`src/rtl/uart_pkg.sv`:
```
// Shared UART definitions: receiver FSM states and framing constants.
`timescale 1ns/1ps
package uart_pkg;

    localparam int UART_DATA_BITS      = 8;
    localparam int UART_MIN_BIT_LENGTH = 2;

    typedef enum logic [2:0] {
        IDLE,
        START,
        RECV_DATA,
        RECV_PARITY,
        RECV_STOP_BIT,
        RECV_STOP_BIT_2,
        FINISH
    } uart_rx_state_t;

endpackage

```
`src/rtl/uart_rx_sync.sv`:
```
// Multi-stage synchroniser for the serial line with a falling-edge detect.
// Flops reset to 1 so an idle line never looks like a start edge after reset.
`timescale 1ns/1ps
module uart_rx_sync #(
    parameter int SYNC_STAGES = 2
) (
    input  logic i_clk,
    input  logic i_rst,
    input  logic i_rx,
    output logic rx_s,
    output logic rx_fall
);

    logic [SYNC_STAGES-1:0] sync_q;
    logic                   rx_prev;

    always_ff @(posedge i_clk) begin
        if (i_rst) begin
            sync_q  <= '1;
            rx_prev <= 1'b1;
        end else begin
            sync_q  <= {sync_q[SYNC_STAGES-2:0], i_rx};
            rx_prev <= sync_q[SYNC_STAGES-1];
        end
    end

    assign rx_s    = sync_q[SYNC_STAGES-1];
    assign rx_fall = rx_prev & ~rx_s;

endmodule

```
`src/rtl/uart_rx.sv`:
```
// UART receiver: centre-sampled frames with optional parity, one or two stop
// bits, a one-entry output register with valid/ready, and RTS flow control.
`timescale 1ns/1ps
module uart_rx
    import uart_pkg::*;
#(
    parameter int SYNC_STAGES = 2
) (
    input  logic           i_clk,
    input  logic           i_rst,
    input  logic           i_rx,
    output logic           o_rts,
    input  logic           i_hw_flow_control_enable,
    input  logic [31:0]    i_bit_length,
    input  logic           i_msb_first,
    input  logic           i_parity_enable,
    input  logic           i_parity_odd,
    input  logic           i_two_stop_bits,
    output logic           o_valid,
    input  logic           i_ready,
    output logic [7:0]     o_data,
    output logic           o_parity_err,
    output logic           o_frame_err,
    output logic           o_overrun,
    output uart_rx_state_t o_dbg_state
);

    // Handshake: a frame transfers on any clock edge where o_valid && i_ready;
    // o_data and the flags hold steady while o_valid && !i_ready.

    logic           rx_s, rx_fall;
    uart_rx_state_t state, state_n;
    logic [31:0]    cnt, cnt_n;
    logic [31:0]    bl_q;
    logic           msb_q, par_en_q, par_odd_q, two_stop_q;
    logic [2:0]     bit_idx;
    logic [UART_DATA_BITS-1:0] shift_q;
    logic           perr_q, ferr_q;
    logic           expired, start_frame, sample, deliver;

    uart_rx_sync #(.SYNC_STAGES(SYNC_STAGES)) u_sync (
        .i_clk   (i_clk),
        .i_rst   (i_rst),
        .i_rx    (i_rx),
        .rx_s    (rx_s),
        .rx_fall (rx_fall)
    );

    assign expired = (cnt == 32'd0);

    // Counter is loaded with (interval - 1) so it hits zero exactly on the sample cycle.
    always_comb begin
        state_n     = state;
        cnt_n       = cnt;
        start_frame = 1'b0;
        sample      = 1'b0;
        deliver     = 1'b0;
        case (state)
            IDLE: begin
                if (rx_fall && (i_bit_length >= 32'(UART_MIN_BIT_LENGTH))) begin
                    start_frame = 1'b1;
                    cnt_n       = (i_bit_length >> 1) - 32'd1;
                    state_n     = START;
                end
            end
            START: begin
                if (!expired) cnt_n = cnt - 32'd1;
                else if (rx_s) state_n = IDLE;
                else begin
                    cnt_n   = bl_q - 32'd1;
                    state_n = RECV_DATA;
                end
            end
            RECV_DATA: begin
                if (!expired) cnt_n = cnt - 32'd1;
                else begin
                    sample = 1'b1;
                    cnt_n  = bl_q - 32'd1;
                    if (bit_idx == 3'd7) state_n = par_en_q ? RECV_PARITY : RECV_STOP_BIT;
                end
            end
            RECV_PARITY: begin
                if (!expired) cnt_n = cnt - 32'd1;
                else begin
                    sample  = 1'b1;
                    cnt_n   = bl_q - 32'd1;
                    state_n = RECV_STOP_BIT;
                end
            end
            RECV_STOP_BIT: begin
                if (!expired) cnt_n = cnt - 32'd1;
                else begin
                    sample  = 1'b1;
                    cnt_n   = bl_q - 32'd1;
                    state_n = two_stop_q ? RECV_STOP_BIT_2 : FINISH;
                end
            end
            RECV_STOP_BIT_2: begin
                if (!expired) cnt_n = cnt - 32'd1;
                else begin
                    sample  = 1'b1;
                    state_n = FINISH;
                end
            end
            FINISH: begin
                deliver = 1'b1;
                cnt_n   = 32'd0;
                state_n = IDLE;
            end
            default: state_n = IDLE;
        endcase
    end

    always_ff @(posedge i_clk) begin
        if (i_rst) begin
            state        <= IDLE;
            cnt          <= 32'd0;
            bl_q         <= 32'd0;
            msb_q        <= 1'b0;
            par_en_q     <= 1'b0;
            par_odd_q    <= 1'b0;
            two_stop_q   <= 1'b0;
            bit_idx      <= 3'd0;
            shift_q      <= '0;
            perr_q       <= 1'b0;
            ferr_q       <= 1'b0;
            o_valid      <= 1'b0;
            o_data       <= '0;
            o_parity_err <= 1'b0;
            o_frame_err  <= 1'b0;
            o_overrun    <= 1'b0;
        end else begin
            state     <= state_n;
            cnt       <= cnt_n;
            o_overrun <= 1'b0;
            if (start_frame) begin
                bl_q       <= i_bit_length;
                msb_q      <= i_msb_first;
                par_en_q   <= i_parity_enable;
                par_odd_q  <= i_parity_odd;
                two_stop_q <= i_two_stop_bits;
                bit_idx    <= 3'd0;
                perr_q     <= 1'b0;
                ferr_q     <= 1'b0;
            end
            if (sample) begin
                case (state)
                    RECV_DATA: begin
                        if (msb_q) shift_q[~bit_idx] <= rx_s;
                        else       shift_q[bit_idx]  <= rx_s;
                        bit_idx <= bit_idx + 3'd1;
                    end
                    RECV_PARITY: perr_q <= ((^shift_q) ^ rx_s) != par_odd_q;
                    RECV_STOP_BIT, RECV_STOP_BIT_2: if (!rx_s) ferr_q <= 1'b1;
                    default: ;
                endcase
            end
            // A full holding register with no taker keeps the old frame; the new one is lost.
            if (deliver) begin
                if (!o_valid || i_ready) begin
                    o_valid      <= 1'b1;
                    o_data       <= shift_q;
                    o_parity_err <= perr_q;
                    o_frame_err  <= ferr_q;
                end else begin
                    o_overrun <= 1'b1;
                end
            end else if (o_valid && i_ready) begin
                o_valid      <= 1'b0;
                o_parity_err <= 1'b0;
                o_frame_err  <= 1'b0;
            end
        end
    end

    assign o_rts       = i_hw_flow_control_enable ? !o_valid : 1'b1;
    assign o_dbg_state = state;

endmodule

```
`config.mk`:
```
export PLATFORM = sky130hd
export DESIGN_NAME = uart_rx
export DESIGN_NICKNAME = d
export VERILOG_FILES = /design/src/rtl/uart_pkg.sv /design/src/rtl/uart_rx_sync.sv /design/src/rtl/uart_rx.sv
export SDC_FILE = /design/constraint.sdc
export NUM_CORES = 1
export LEC_CHECK = 0
export CAP_MARGIN = 20
export CORE_ASPECT_RATIO = 2
export CORE_UTILIZATION = 59
export CTS_CLUSTER_DIAMETER = 100
export DETAILED_ROUTE_END_ITERATION = 10
export PLACE_DENSITY = 0.81
export SYNTH_ARGS = -nofsm -noshare
export SYNTH_HDL_FRONTEND = slang
export SYNTH_HIERARCHICAL = 1
export SYNTH_SLANG_ARGS = --single-unit
```
`constraint.sdc`:
```
create_clock -name i_clk -period 4.4 [get_ports i_clk]
set_clock_uncertainty 0.15 [all_clocks]
set_input_delay 0.88 -clock i_clk [delete_from_list [all_inputs] [get_ports i_clk]]
set_output_delay 0.88 -clock i_clk [all_outputs]
set_load 0.03 [all_outputs]
```
==> metrics.txt, run 1 <==
via count of the first global-routing pass 6,368; worst-case headroom to the max-slew limit 34.7%; Pins Over Slew Limit 0; Crit. End Element register; Chip Height 149 um; drt first pass iters 6; worst stage delay on the critical path 0.65 ns; CTS tree done; die width 75.5 um; count of clock tree sinks 99; number of antenna diodes 0; total CTS buffers 9; number of routed nets with antenna violations 0; flip-flop and latch count after synthesis just under 100; predominant post-synthesis flop cell sky130_fd_sc_hd__dfxtp_1; Logic pwr share 28.5%; per-cell via count in the routed design 6.55; number of enable-type register cells in the synthesized netlist 0; number of library cell types mapped by synthesis 67; Synth Area in XOR/XNOR 9.35%; post-synthesis share of cell area spent on full adders, half adders and majority gates 1.18%; H-tree levels 3; cell total after placement 1,023; mean instance size in the synthesized netlist roughly 7.4 um2; complex-gate fraction of the synthesized area 21.0%; Max Fanout on Critical Path 6; Synth-to-Final Area Change 15.5%; post-synthesis instance area 6370 um2; Yosys warning count 6; f_max approximately 0.27 GHz; maximum number of pins on one net before global-route repair 67; Power per Cell Area roughly 340 nW/um2; Tot GR Track Use a little under two fifths; count of buffer and inverter cells on the critical path 3; mux share of post-synthesis cell area 1.41%; post-CTS clock slew at the launch and capture registers of the worst setup and hold paths about 0.080 ns; root buffer cell sky130_fd_sc_hd__clkbuf_16; post-detail-place hpwl 15.2 mm; count of final hold-check violations 0; standard cell core area roughly 10,000 um2; min cycle time layout 3.74 ns; average wire per cell in the routed design ~20 um; drt first-iter violations 662; aggregate negative setup slack 0 ns; Final Setup Violations 0; slowest stage cell, crit path sky130_fd_sc_hd__or4b_2; Port Buffer Count 56; filler-free cell count of the finished design 1,039; post-synthesis cell count around 860; setup repair after global routing missed its margin false; fraction of power consumed by sequential logic 39.5%; number of buffers on the longest clock path 2; Worst EP required 4.54 ns; actual slew at the worst max-slew pin around 0.98 ns; placement row count 53; combinational family with the most area after synthesis simple AND/OR/NAND/NOR gates; routed wire length approximately 21 mm; IR Drop Worst-Case VDD 0.278 mV; class of the most critical hold timing path reg -> reg; number of top-level design ports 57; switching portion of total power a little over a third; net switching component of the power 876 uW; category of the most critical setup path in -> reg; run status complete, no violations; global-route wire length before repair 31.4 mm; PostCTS Resize Cnt 0; standard cell area after detailed placement 7060 um2; Tcrit/Tclk final 84.9%; Setup Buffers After CTS 0; number of nets in the finished design roughly 940; total nets after synthesis 909; Clock Latency Late Sink around 0.36 ns; part of the power in the clock network between 30 and 40%; fraction of the mapped netlist area in simple logic gates 31.3%; arrival time at the worst endpoint 3.87 ns; sequential element share of the synthesized area 31.1%; CP startpoint kind primary input; Static Leak 2.56 nW; routability congestion estimate 0.935; Largest delay share family, worst path simple AND/OR/NAND/NOR gates; starting density of the core 60.8%; initial antenna violation count 0; worst path cell trace clkdlybuf4s50_1, inv_1, ha_1, or4b_2, or4_1, nor4_2, buf_4, nand2b_1, xor2_1, a211o_1, o21ai_0; # Max-Cap Violations 0; design internal power 1.61 mW; DRC violations left 0; die footprint 11,200 um2; Congestion Overflow GR 0; fin area approximately 7400 um2; proportion of layout cells with a drive suffix above 1 6.76%; via count of the routed design 6,809; Post-CTS Hold Buffers 0; fraction of registers with async set/reset 0%
[cell type report]
class / count / area [um2]
clock inverters: 7 / 70.1
flip-flops and latches: 99 / 1980
inverters: 14 / 52.6
multi-input cells: 696 / 4110
repair buffers: 77 / 741
clock buffers: 9 / 225
fillers: 937 / 3120
well taps: 137 / 171
[state kept, by name (all words and copies together), names as in the netlist, 2 cells and up]
register       flops
bit_idx            3
bl_q              32
cnt               32
o_data             8
o_dbg_state        3
shift_q            8
u_sync/sync_q      2
[layer usage]
metal	GRT usage [%]	wire length, um	part of all wire [%]
met2	63.5	10400	51
met5	0	0	0
met1	39.9	7420	36
met4	25.7	1410	6.8
met3	6.08	1340	6.5
[through the flow]
stage	setup WS [ns]	hold slack [ns]	total power, mW	util (%)
after floorplan	0.858	0.235	1.47	-
after global placement	0.342	0.241	1.67	67.4
after detailed placement	0.326	0.251	1.69	67.4
after CTS	0.683	0.270	2.47	70.2
after global routing	0.499	0.279	2.58	70.2
final	0.665	0.263	2.49	70.2
[path summary, 6_finish.rpt]
path	cells after the start	start	to	slack, ns
setup / recovery	11	i_bit_length[1]	cnt[28]	0.66
hold / removal	1	u_sync/sync_q[0]	u_sync/sync_q[1]	0.26
setup reg to reg	9	cnt[0]	shift_q[2]	0.76
hold reg to reg	1	u_sync/sync_q[0]	u_sync/sync_q[1]	0.26
[synth_stat cells (7+ instances only)]
| library cell | count | area share [%] |
|---|---|---|
| sky130_fd_sc_hd__nand2_1 | 137 | 8.1 |
| sky130_fd_sc_hd__dfxtp_1 | 99 | 31 |
| sky130_fd_sc_hd__nor2_1 | 89 | 5.2 |
| sky130_fd_sc_hd__a21oi_1 | 86 | 6.8 |
| sky130_fd_sc_hd__clkbuf_1 | 43 | 2.5 |
| sky130_fd_sc_hd__xnor2_1 | 40 | 5.5 |
| sky130_fd_sc_hd__nor3_1 | 30 | 2.4 |
| sky130_fd_sc_hd__o21ai_0 | 29 | 2.3 |
| sky130_fd_sc_hd__xor2_1 | 28 | 3.9 |
| sky130_fd_sc_hd__nor4_1 | 25 | 2.5 |
| sky130_fd_sc_hd__nand3_1 | 20 | 1.6 |
| sky130_fd_sc_hd__or4_1 | 17 | 2.0 |
| sky130_fd_sc_hd__inv_1 | 14 | 0.83 |
| sky130_fd_sc_hd__or3_1 | 14 | 1.4 |
| sky130_fd_sc_hd__o31ai_1 | 13 | 1.5 |
| sky130_fd_sc_hd__a211oi_1 | 12 | 1.4 |
| sky130_fd_sc_hd__a22oi_1 | 11 | 1.3 |
| sky130_fd_sc_hd__mux2i_1 | 9 | 1.4 |
| sky130_fd_sc_hd__nor2b_1 | 9 | 0.88 |
| sky130_fd_sc_hd__and3_1 | 8 | 0.79 |
| sky130_fd_sc_hd__o22ai_1 | 8 | 0.79 |
| sky130_fd_sc_hd__nand2b_1 | 7 | 0.69 |
[cell usage in the layout, fill, tap and decap left out, types with 9 or more instances in the layout]
master                              n
sky130_fd_sc_hd__a211oi_1          12
sky130_fd_sc_hd__a21oi_1           85
sky130_fd_sc_hd__a22oi_1           11
sky130_fd_sc_hd__buf_4             20
sky130_fd_sc_hd__clkbuf_16          9
sky130_fd_sc_hd__clkdlybuf4s50_1   55
sky130_fd_sc_hd__dfxtp_1           99
sky130_fd_sc_hd__inv_1             14
sky130_fd_sc_hd__mux2i_1            9
sky130_fd_sc_hd__nand2_1          137
sky130_fd_sc_hd__nand3_1           20
sky130_fd_sc_hd__nor2_1            89
sky130_fd_sc_hd__nor2b_1            9
sky130_fd_sc_hd__nor3_1            30
sky130_fd_sc_hd__nor4_1            25
sky130_fd_sc_hd__o21ai_0           29
sky130_fd_sc_hd__o31ai_1           13
sky130_fd_sc_hd__or3_1             14
sky130_fd_sc_hd__or4_1             17
sky130_fd_sc_hd__xnor2_1           40
sky130_fd_sc_hd__xor2_1            28
[power by group through the flow]
stage / sequential, mW / combinational, mW / clock [mW]
finish: 0.983 / 0.711 / 0.796
global route: 0.988 / 0.764 / 0.831
CTS: 0.981 / 0.692 / 0.801
detailed placement: 1.00 / 0.686 / 0
global placement: 0.998 / 0.670 / 0
floorplan: 0.986 / 0.485 / 0
[logic make-up (layout without fill, tap and decap cells)]
kind of cell / count (synthesis) / in the layout
buffers and inverters: 67 / 107
DFF: 99 / 99
and+or+nand+nor: 403 / 403
adders and majority gates: 6 / 6
AOI/OAI and AO/OA: 210 / 210
muxes: 9 / 9
xor gates and xnor gates: 68 / 68
Power figures use the tool's default switching activity.
==> run 2: changes to the inputs <==
==> constraint.sdc (replaced) <==
create_clock -name i_clk -period 3.8 [get_ports i_clk]
set_clock_uncertainty 0.15 [all_clocks]
set_input_delay 0.76 -clock i_clk [delete_from_list [all_inputs] [get_ports i_clk]]
set_output_delay 0.76 -clock i_clk [all_outputs]
set_load 0.03 [all_outputs]
==> run 2 against run 1 <==
  * Design area is 2.6% higher
  * Total power rose by 17%
  * Via count increased by 1.7%
==> metrics.txt, run 2 (synthesized netlist as in run 1, its figures left out) <==
number of routed nets with antenna violations 0 (unchanged); DRC violations left 0 (unchanged); number of top-level design ports 57 (unchanged); Final Setup Violations 0 (unchanged); placement row count 53 (unchanged); total CTS buffers 9 (unchanged); initial antenna violation count 1 (+1); setup repair after global routing missed its margin false; f_max between 0.2 and 0.3 GHz; Synth-to-Final Area Change 18.5%; die footprint 11,200 um2 (unchanged); drt first pass iters 8 (+2); starting density of the core 60.8% (unchanged); Max Fanout on Critical Path 5 (-1); commonest non-fill, non-tap cells in the layout 137 x sky130_fd_sc_hd__nand2_1, 99 x sky130_fd_sc_hd__dfxtp_1, 89 x sky130_fd_sc_hd__nor2_1; number of nets in the finished design 968 (+2.5%); switching portion of total power 34.8% (-0.39 points); cell total after placement 1,047 (+2.3%); post-CTS clock slew at the launch and capture registers of the worst setup and hold paths 0.07 ns (about the same); class of the most critical hold timing path reg -> reg; filler-free cell count of the finished design 1,063 (+2.3%); Logic pwr share 29.0% (+0.5 points); maximum number of pins on one net before global-route repair 67 (unchanged); # Max-Cap Violations 0 (unchanged); Pins Over Slew Limit 0 (unchanged); total of fill cells in the finished design 890 (-5.0%); CP startpoint kind primary input; Static Leak 2.67 nW (+4.5%); Crit. End Element register; global-route wire length before repair 33.0 mm (+5.2%); actual slew at the worst max-slew pin 0.926 ns (-0.0531 ns); via count of the routed design 6,926 (+1.7%); fraction of power consumed by sequential logic 39.0% (-0.5 points); pre-CTS setup slack -0.0463 ns (-0.372 ns); PostCTS Resize Cnt 0 (unchanged); standard cell core area 10,500 um2 (unchanged); worst-case headroom to the max-slew limit 38.2% (+3.5 points); arrival time at the worst endpoint 3.62 ns (-0.25 ns); leading cell type in the layout, fill and taps excluded sky130_fd_sc_hd__nand2_1; routed wire length 20.8 mm (+1.4%); H-tree levels 3 (unchanged); proportion of layout cells with a drive suffix above 1 9.18% (+2.4 points); Worst EP required 3.91 ns (-0.63 ns); design internal power 1.90 mW (+18%); number of antenna diodes 0 (unchanged); IR Drop Worst-Case VDD 0.315 mV (+13%); count of final hold-check violations 0 (unchanged); Chip Height 149 um (unchanged); die width 75.5 um (unchanged); Power per Cell Area 386 nW/um2 (+14%); root buffer cell sky130_fd_sc_hd__clkbuf_16; number of buffers on the longest clock path 2 (unchanged); category of the most critical setup path in -> reg; Setup Buffers After CTS 0 (unchanged); per-cell via count in the routed design 6.52 (-0.58%); net switching component of the power 1.01 mW (+16%); aggregate negative setup slack 0 ns (unchanged); Congestion Overflow GR 0 (unchanged); Tot GR Track Use 38.8% (+1.7 points); share of the core filled with cells 72.0% (+1.8 points); Port Buffer Count 56 (unchanged); post-detail-place hpwl 15.6 mm (+2.7%); average wire per cell in the routed design 19.6 um (-0.87%); drt first-iter violations 651 (-1.7%); Post-CTS Hold Buffers 0 (unchanged); Tcrit/Tclk final between 90% and 100%; via count of the first global-routing pass 6,789 (+6.6%); biggest registers after layout bl_q (32), cnt (32); routability congestion estimate 0.945 (+1.0%); run status complete, no violations; min cycle time layout 3.51 ns; CTS tree done; setup slack after layout 0.294 ns (-0.371 ns); Clock Latency Late Sink 0.36 ns (about the same); count of clock tree sinks 99 (unchanged); part of the power in the clock network 31.9% (about the same)
## run 2: power groups by stage
stage | clock network (mW) | logic (mW) | registers, mW
after detailed placement | 0 | 0.817 | 1.16
after global routing | 0.967 | 0.912 | 1.14
final | 0.930 | 0.845 | 1.14
after global placement | 0 | 0.796 | 1.16
after CTS | 0.924 | 0.823 | 1.14
after floorplan | 0 | 0.561 | 1.14
## run 2: cell type report
class	count	area [um2]	area share, %
clock buffer	10	239	3.17
clock inverter	6	55.1	0.729
inverter	14	52.6	0.696
multi-input combinational	696	4110	54.5
sequential	99	1980	26.3
tap	137	171	2.27
timing repair buffer	101	933	12.4
## run 2: routing by layer
layer | wire length [um] | global-route usage, % | share of wire (%) | vias to the layer above
li1 | - | - | - | 3219
met4 | 1430 | 27.5 | 6.8 | 2
met5 | 13 | 0 | 0.062 | -
met1 | 7390 | 41.7 | 35 | 3257
met2 | 10600 | 66.2 | 51 | 351
met3 | 1360 | 6.28 | 6.5 | 97
## run 2: through the flow
step | total power, mW | hold WS [ns] | instance area (um2)
floorplan | 1.70 | 0.235 | 6370
global placement | 1.95 | 0.245 | 7250
detailed placement | 1.98 | 0.243 | 7250
CTS | 2.88 | 0.267 | 7550
global route | 3.02 | 0.298 | 7550
finish | 2.91 | 0.265 | 7550
## run 2: path summary, 6_finish.rpt
path / slack [ns] / cells after the start / from / end
max reg2reg: 0.32 / 7 / cnt[12] / cnt[4]
max: 0.29 / 11 / i_bit_length[1] / cnt[14]
min reg2reg: 0.27 / 1 / u_sync/sync_q[0] / u_sync/sync_q[1]
min: 0.27 / 1 / u_sync/sync_q[0] / u_sync/sync_q[1]
## run 2: worst max-delay path: stages
cell and delay [ns]:
sky130_fd_sc_hd__clkdlybuf4s50_1 0.47, sky130_fd_sc_hd__inv_1 0.10, sky130_fd_sc_hd__ha_1 0.16, sky130_fd_sc_hd__or4b_2 0.64
sky130_fd_sc_hd__or4_1 0.50, sky130_fd_sc_hd__buf_4 0.19, sky130_fd_sc_hd__nor2_1 0.11, sky130_fd_sc_hd__xnor2_1 0.08
sky130_fd_sc_hd__a221oi_1 0.25, sky130_fd_sc_hd__o31ai_1 0.12, sky130_fd_sc_hd__a211oi_1 0.24
==> variant 1: new RTL, config.mk and constraints of run 2 <==
`SYNC_STAGES` is set to 2 in 2 places; all go to 4.
--- a/src/rtl/uart_rx_sync.sv
+++ b/src/rtl/uart_rx_sync.sv
@@ -2,7 +2,7 @@
 // Flops reset to 1 so an idle line never looks like a start edge after reset.
 `timescale 1ns/1ps
 module uart_rx_sync #(
-    parameter int SYNC_STAGES = 2
+    parameter int SYNC_STAGES = 4
 ) (
     input  logic i_clk,
     input  logic i_rst,
--- a/src/rtl/uart_rx.sv
+++ b/src/rtl/uart_rx.sv
@@ -4,7 +4,7 @@
 module uart_rx
     import uart_pkg::*;
 #(
-    parameter int SYNC_STAGES = 2
+    parameter int SYNC_STAGES = 4
 ) (
     input  logic           i_clk,
     input  logic           i_rst,
Behaviour: not the same (a bounded check fails within 4 cycles, from zero or initial values and one cycle with i_rst high).
==> variant 1 against run 2 <==
  * Sequential cell count increased by 2
  * Wire length rose by 0.21%
  * Hold slack improved by 0.0038 ns
  * Critical endpoint unchanged
  * Area after synthesis rose by 0.83%
  * Design area grew 1.2%
  * Power is 2.6% lower
  * Largest cell class unchanged
  * Synthesized cell count grew 0.46%
  * Worst setup slack worse by 0.020 ns
==> variant 1: results (changes against run 2) <==
[clocking]
post_cts_buffers=0  ; unchanged
numCtsBuffers=9  ; unchanged
cts.htree.levels=3  ; unchanged
cts_root_buffer=clkbuf_16
cts.repair.resized=0  ; unchanged
clkTransAtPathRegs_ns=0.07  ; about the same
cts_max_path_buffers=2  ; unchanged
clk_latency_ns=0.35

[worst_setup_path]
critPathSlowestCell=or4b_2
critical-path-top-delay-family=simple AND/OR/NAND/NOR gates
crit_arrival_ns=3.63  ; about the same
critPathMaxFanout=5  ; unchanged
crit_path_max_incr_delay_ns=0.63

[power]
p_seq_share_pct=39.2  ; +0.2 points
cellLeakagePower_uw=0.00274  ; +2.5%
irDropWorstVdd_mv=0.338  ; +7.3%
power.internal_uw=1860  ; -1.9%

[min_path]
hold_path_class=register to register

[yosys]
ys_types=67  ; unchanged
synth_top_cells_by_area=dfxtp_1, nand2_1, a21oi_1, xnor2_1, nor2_1
synthFlopType=dfxtp_1
syn_nets=913  ; +0.44%
synthArstFlopShare_pct=0  ; unchanged
synth_seq_area_share_pct=31.5  ; +0.37 points
yosys_warnings=6  ; unchanged
ys_top_cells_by_count=nand2_1, dfxtp_1, nor2_1, a21oi_1, clkbuf_1

[grt]
grt_max_degree=67  ; unchanged
antenna_found_initial=2  ; +1
grt_usage_pct=38.7  ; -0.10 points
grt_pass1_wl_um=32800  ; -0.48%
grt_pass1_vias=6682  ; -1.6%

[layout]
stdcell_area_sq_mm=0.00764  ; +1.2%
final_nets=977  ; +0.93%
drive_gt1_share_pct=9.53  ; +0.35 points
largest_registers=bl_q (32), cnt (32)
fillers=846  ; -4.9%

[placement]
gp_congestion=0.926  ; -2.0%
portBuffers=56  ; unchanged
dp_hpwl_um=15800  ; +1.2%
place_area_sq_mm=0.00735  ; +1.3%

[run_status]
status=finished, final reports clean

[route]
routed_wl_um=20900  ; +0.21%
drt-initial-drc-count=675  ; +3.7%
viasPerCell=6.43  ; -1.3%
drt-pass1-iter-count=5  ; -3

[sta]
worst_pin_slew_ns=1.05  ; +0.128 ns

-- variant 1: cell count changes after synthesis, sizes merged --
cell,before,now
dfxtp,99,101
or2,6,8
-- variant 1: worst paths after layout --
check	start	endpoint	slack, ns	cells past startpoint
worst max-delay path	i_bit_length[1]	cnt[14]$_SDFFE_PP0P_	0.27	11
worst min-delay path	u_sync/sync_q[2]$_SDFF_PP1_	u_sync/sync_q[3]$_SDFF_PP1_	0.27	1
worst max register to register	cnt[0]$_SDFFE_PP0P_	shift_q[6]$_SDFFE_PP0P_	0.32	9
worst min register to register	u_sync/sync_q[2]$_SDFF_PP1_	u_sync/sync_q[3]$_SDFF_PP1_	0.27	1
-- variant 1: final cells by class --
class	instances	area share, %
clock inverter	6	0.737
inverter	14	0.688
tap	137	2.24
clock buffer	9	2.95
multi-input combinational	698	54.0
timing repair buffer	106	12.8
antenna	1	0.0328
sequential	101	26.5
-- variant 1: through the flow --
step | TNS (ns) | hold WS (ns) | cells | setup slack, ns
after floorplan | 0 | 0.233 | 866 | 0.378
after global placement | 0 | 0.244 | 1055 | 0.0149
after detailed placement | -0.0852 | 0.248 | 1055 | -0.0436
after CTS | 0 | 0.274 | 1070 | 0.314
after global routing | 0 | 0.286 | 1071 | 0.109
final | 0 | 0.269 | 1072 | 0.274
-- variant 1: layer usage --
layer | GRT usage (%) | part of all wire, %
met2 | 65.0 | 51
met5 | 0 | 0
met4 | 28.1 | 6.4
met3 | 6.80 | 6.2
met1 | 41.7 | 36
-- variant 1: cells by family after synthesis --
group	count (synthesis)	share of synthesized area [%]
AO/OA/AOI/OAI	210	20.8
XOR/XNOR	68	9.28
adder cells (fa/ha/maj)	6	1.17
buffers and inverters	67	4.56
flip-flops	101	31.5
multiplexers	9	1.40
AND/OR/NAND/NOR	405	31.3
-- variant 1: worst reg2reg max path, cell delays in order (launching register included) --
cell	delay [ns]
dfxtp_1	0.36
inv_1	0.10
ha_1	0.14
or4b_2	0.68
nor2_1	0.24
and4_1	0.50
nand3_1	0.42
nor2_1	0.47
mux2i_1	0.23
nor2_1	0.05
-- variant 1: power by group through the flow --
| stage | logic (uW) | registers [uW] | clock network [uW] |
|---|---|---|---|
| after floorplan | 531 | 1130 | 0 |
| after global routing | 894 | 1120 | 944 |
| after global placement | 780 | 1130 | 0 |
| after CTS | 802 | 1110 | 901 |
| final | 824 | 1110 | 898 |
| after detailed placement | 797 | 1140 | 0 |
==> variant 2: new RTL, flow settings as in run 2 <==
Made on the original files. Make the reset (`i_rst`) asynchronous in 2 clocked blocks.
--- a/src/rtl/uart_rx_sync.sv
+++ b/src/rtl/uart_rx_sync.sv
@@ -14,7 +14,7 @@
     logic [SYNC_STAGES-1:0] sync_q;
     logic                   rx_prev;
 
-    always_ff @(posedge i_clk) begin
+    always_ff @(posedge i_clk or posedge i_rst) begin
         if (i_rst) begin
             sync_q  <= '1;
             rx_prev <= 1'b1;
--- a/src/rtl/uart_rx.sv
+++ b/src/rtl/uart_rx.sv
@@ -111,7 +111,7 @@
         endcase
     end
 
-    always_ff @(posedge i_clk) begin
+    always_ff @(posedge i_clk or posedge i_rst) begin
         if (i_rst) begin
             state        <= IDLE;
             cnt          <= 32'd0;
Check against the original RTL: differs if i_rst is asserted again (counterexample within 4 cycles, from zero or initial values and one cycle with i_rst high); with i_rst held inactive, the same outputs for 10 cycles.
==> variant 2 against run 2 <==
  * Register-to-register slack gained 0.25 ns
  * Worst setup slack better by 0.083 ns
  * Sequential cell count is the same
  * Design area rose by 11%
  * Via count grew 3.6%
  * Wire length increased by 21%
  * Area after synthesis up 9.6%
  * Highest routed layer is now met4
Power is not compared: it rests on default switching activity, and its combinational part moved more than twofold at a synthesized area within 25%.
==> variant 2: results (changes against run 2) <==
[worst_setup_path]
r2r_setup_slack_ns=0.57  ; +0.25 ns
r2r_end=cnt[23]$_DFFE_PP0P_
critPathMaxFanout=25  ; +20
crit_path_max_incr_delay_ns=0.60  ; -0.04 ns
crit_arrival_ns=3.51  ; -0.11 ns
rr_startpoint=bl_q[9]$_DFFE_PP0P_

[power]
cellLeakagePower_uw=0.00315

[sta]
hold_slack_ns=0.214  ; -0.0507 ns
worst_pin_slew_ns=1.00  ; +0.0761 ns

[route]
routed_wl_um=25300  ; +21%
wl_met3_um=1810  ; +33%
viasPerCell=7.07  ; +8.6%
drt-initial-drc-count=781  ; +20%
wl_met2_um=12700  ; +19%
drt-met1-wl_um=8460  ; +15%

[grt]
antenna_found_initial=0  ; -1
grt_usage_pct=42.2  ; +3.4 points
grt_pass1_vias=7220  ; +6.3%
grt_max_degree=53  ; -21%
grt_pass1_wl_um=38800  ; +18%

[layout]
fillers=885  ; -0.56%
largest_registers=bl_q (32), cnt (32)
final_nets=913  ; -5.7%
drive_gt1_share_pct=17.8  ; +8.6 points

[placement]
gp_congestion=1.10  ; +16%
post-place-ws_ns=0.0699  ; +0.116 ns
dp_hpwl_um=18700  ; +20%

[run_status]
status=finished, final reports clean

[yosys]
synthArstFlopShare_pct=100  ; +100 points
syn_nets=826  ; -9.1%
synthFlopType=dfrtp_1
synth_seq_area_share_pct=35.6  ; +4.4 points
synth_top_cells_by_area=dfrtp_1, mux2_2, xor2_1, o21ai_0, xnor2_1
ys_types=71  ; +6.0%

[min_path]
whs_endpoint=u_sync/sync_q[1]$_DFF_PP1_
hp-start=u_sync/sync_q[0]$_DFF_PP1_

## variant 2: cell count changes after synthesis, sizes merged, moves of 12 or more
| cell | delta |
|---|---|
| o21ai | +20 |
| nand2 | -106 |
| clkbuf | -14 |
| xnor2 | -12 |
| dfxtp | -99 |
| nor3 | +17 |
| inv | +13 |
| mux2 | +46 |
| nor2 | -31 |
| nand4 | +14 |
| dfrtp | +96 |
| a21oi | -53 |
## variant 2: per-stage QoR
step                instance area (sq um)  instances
floorplan                            6980        780
global placement                     8060        998
detailed placement                   8060        998
CTS                                  8360       1014
global route                         8360       1014
finish                               8360       1014
## variant 2: worst max-delay path by stage
stage	slack, ns	cells past startpoint	end
finish	0.38	9	cnt[26]$_DFFE_PP0P_
global route	0.27	9	cnt[26]$_DFFE_PP0P_
CTS	0.39	9	cnt[26]$_DFFE_PP0P_
detailed placement	0.07	9	cnt[26]$_DFFE_PP0P_
global placement	0.13	8	bl_q[27]$_DFFE_PP0P_
floorplan	0.38	1	bit_idx[0]$_DFF_PP0_
## variant 2: final cells by class
| type | count | area [sq um] | share of cell area [%] |
|---|---|---|---|
| clock buffers | 9 | 225 | 2.69 |
| well taps | 142 | 178 | 2.12 |
| repair buffers | 120 | 1090 | 13.0 |
| flip-flops and latches | 99 | 2480 | 29.7 |
| clock inverters | 7 | 73.8 | 0.883 |
| inverters | 27 | 104 | 1.24 |
| multi-input cells | 610 | 4210 | 50.3 |
## variant 2: cell families (layout without fill, tap and decap cells)
family | count (synthesis) | in the layout | synth area share [%]
simple gates | 299 | 299 | 24.4
mux | 50 | 50 | 8.00
fa+ha+maj | 5 | 5 | 0.897
compound gates | 194 | 194 | 19.1
buf+inv | 71 | 163 | 4.32
flops | 99 | 99 | 35.6
xor+xnor | 62 | 62 | 7.78
## variant 2: report_power, final
group          internal, uW  leakage [uW]  total, uW  switching, uW
clock                   516      0.000147        957            441
sequential             1440       0.00122       1950            508
combinational          1220       0.00178       2920           1700
## variant 2: per-layer routing
layer  up-vias  track usage, %
li1       3138               -
met3       146            7.02
met4         0            34.9
met5         -               0
met2       452            72.6
met1      3436            44.1
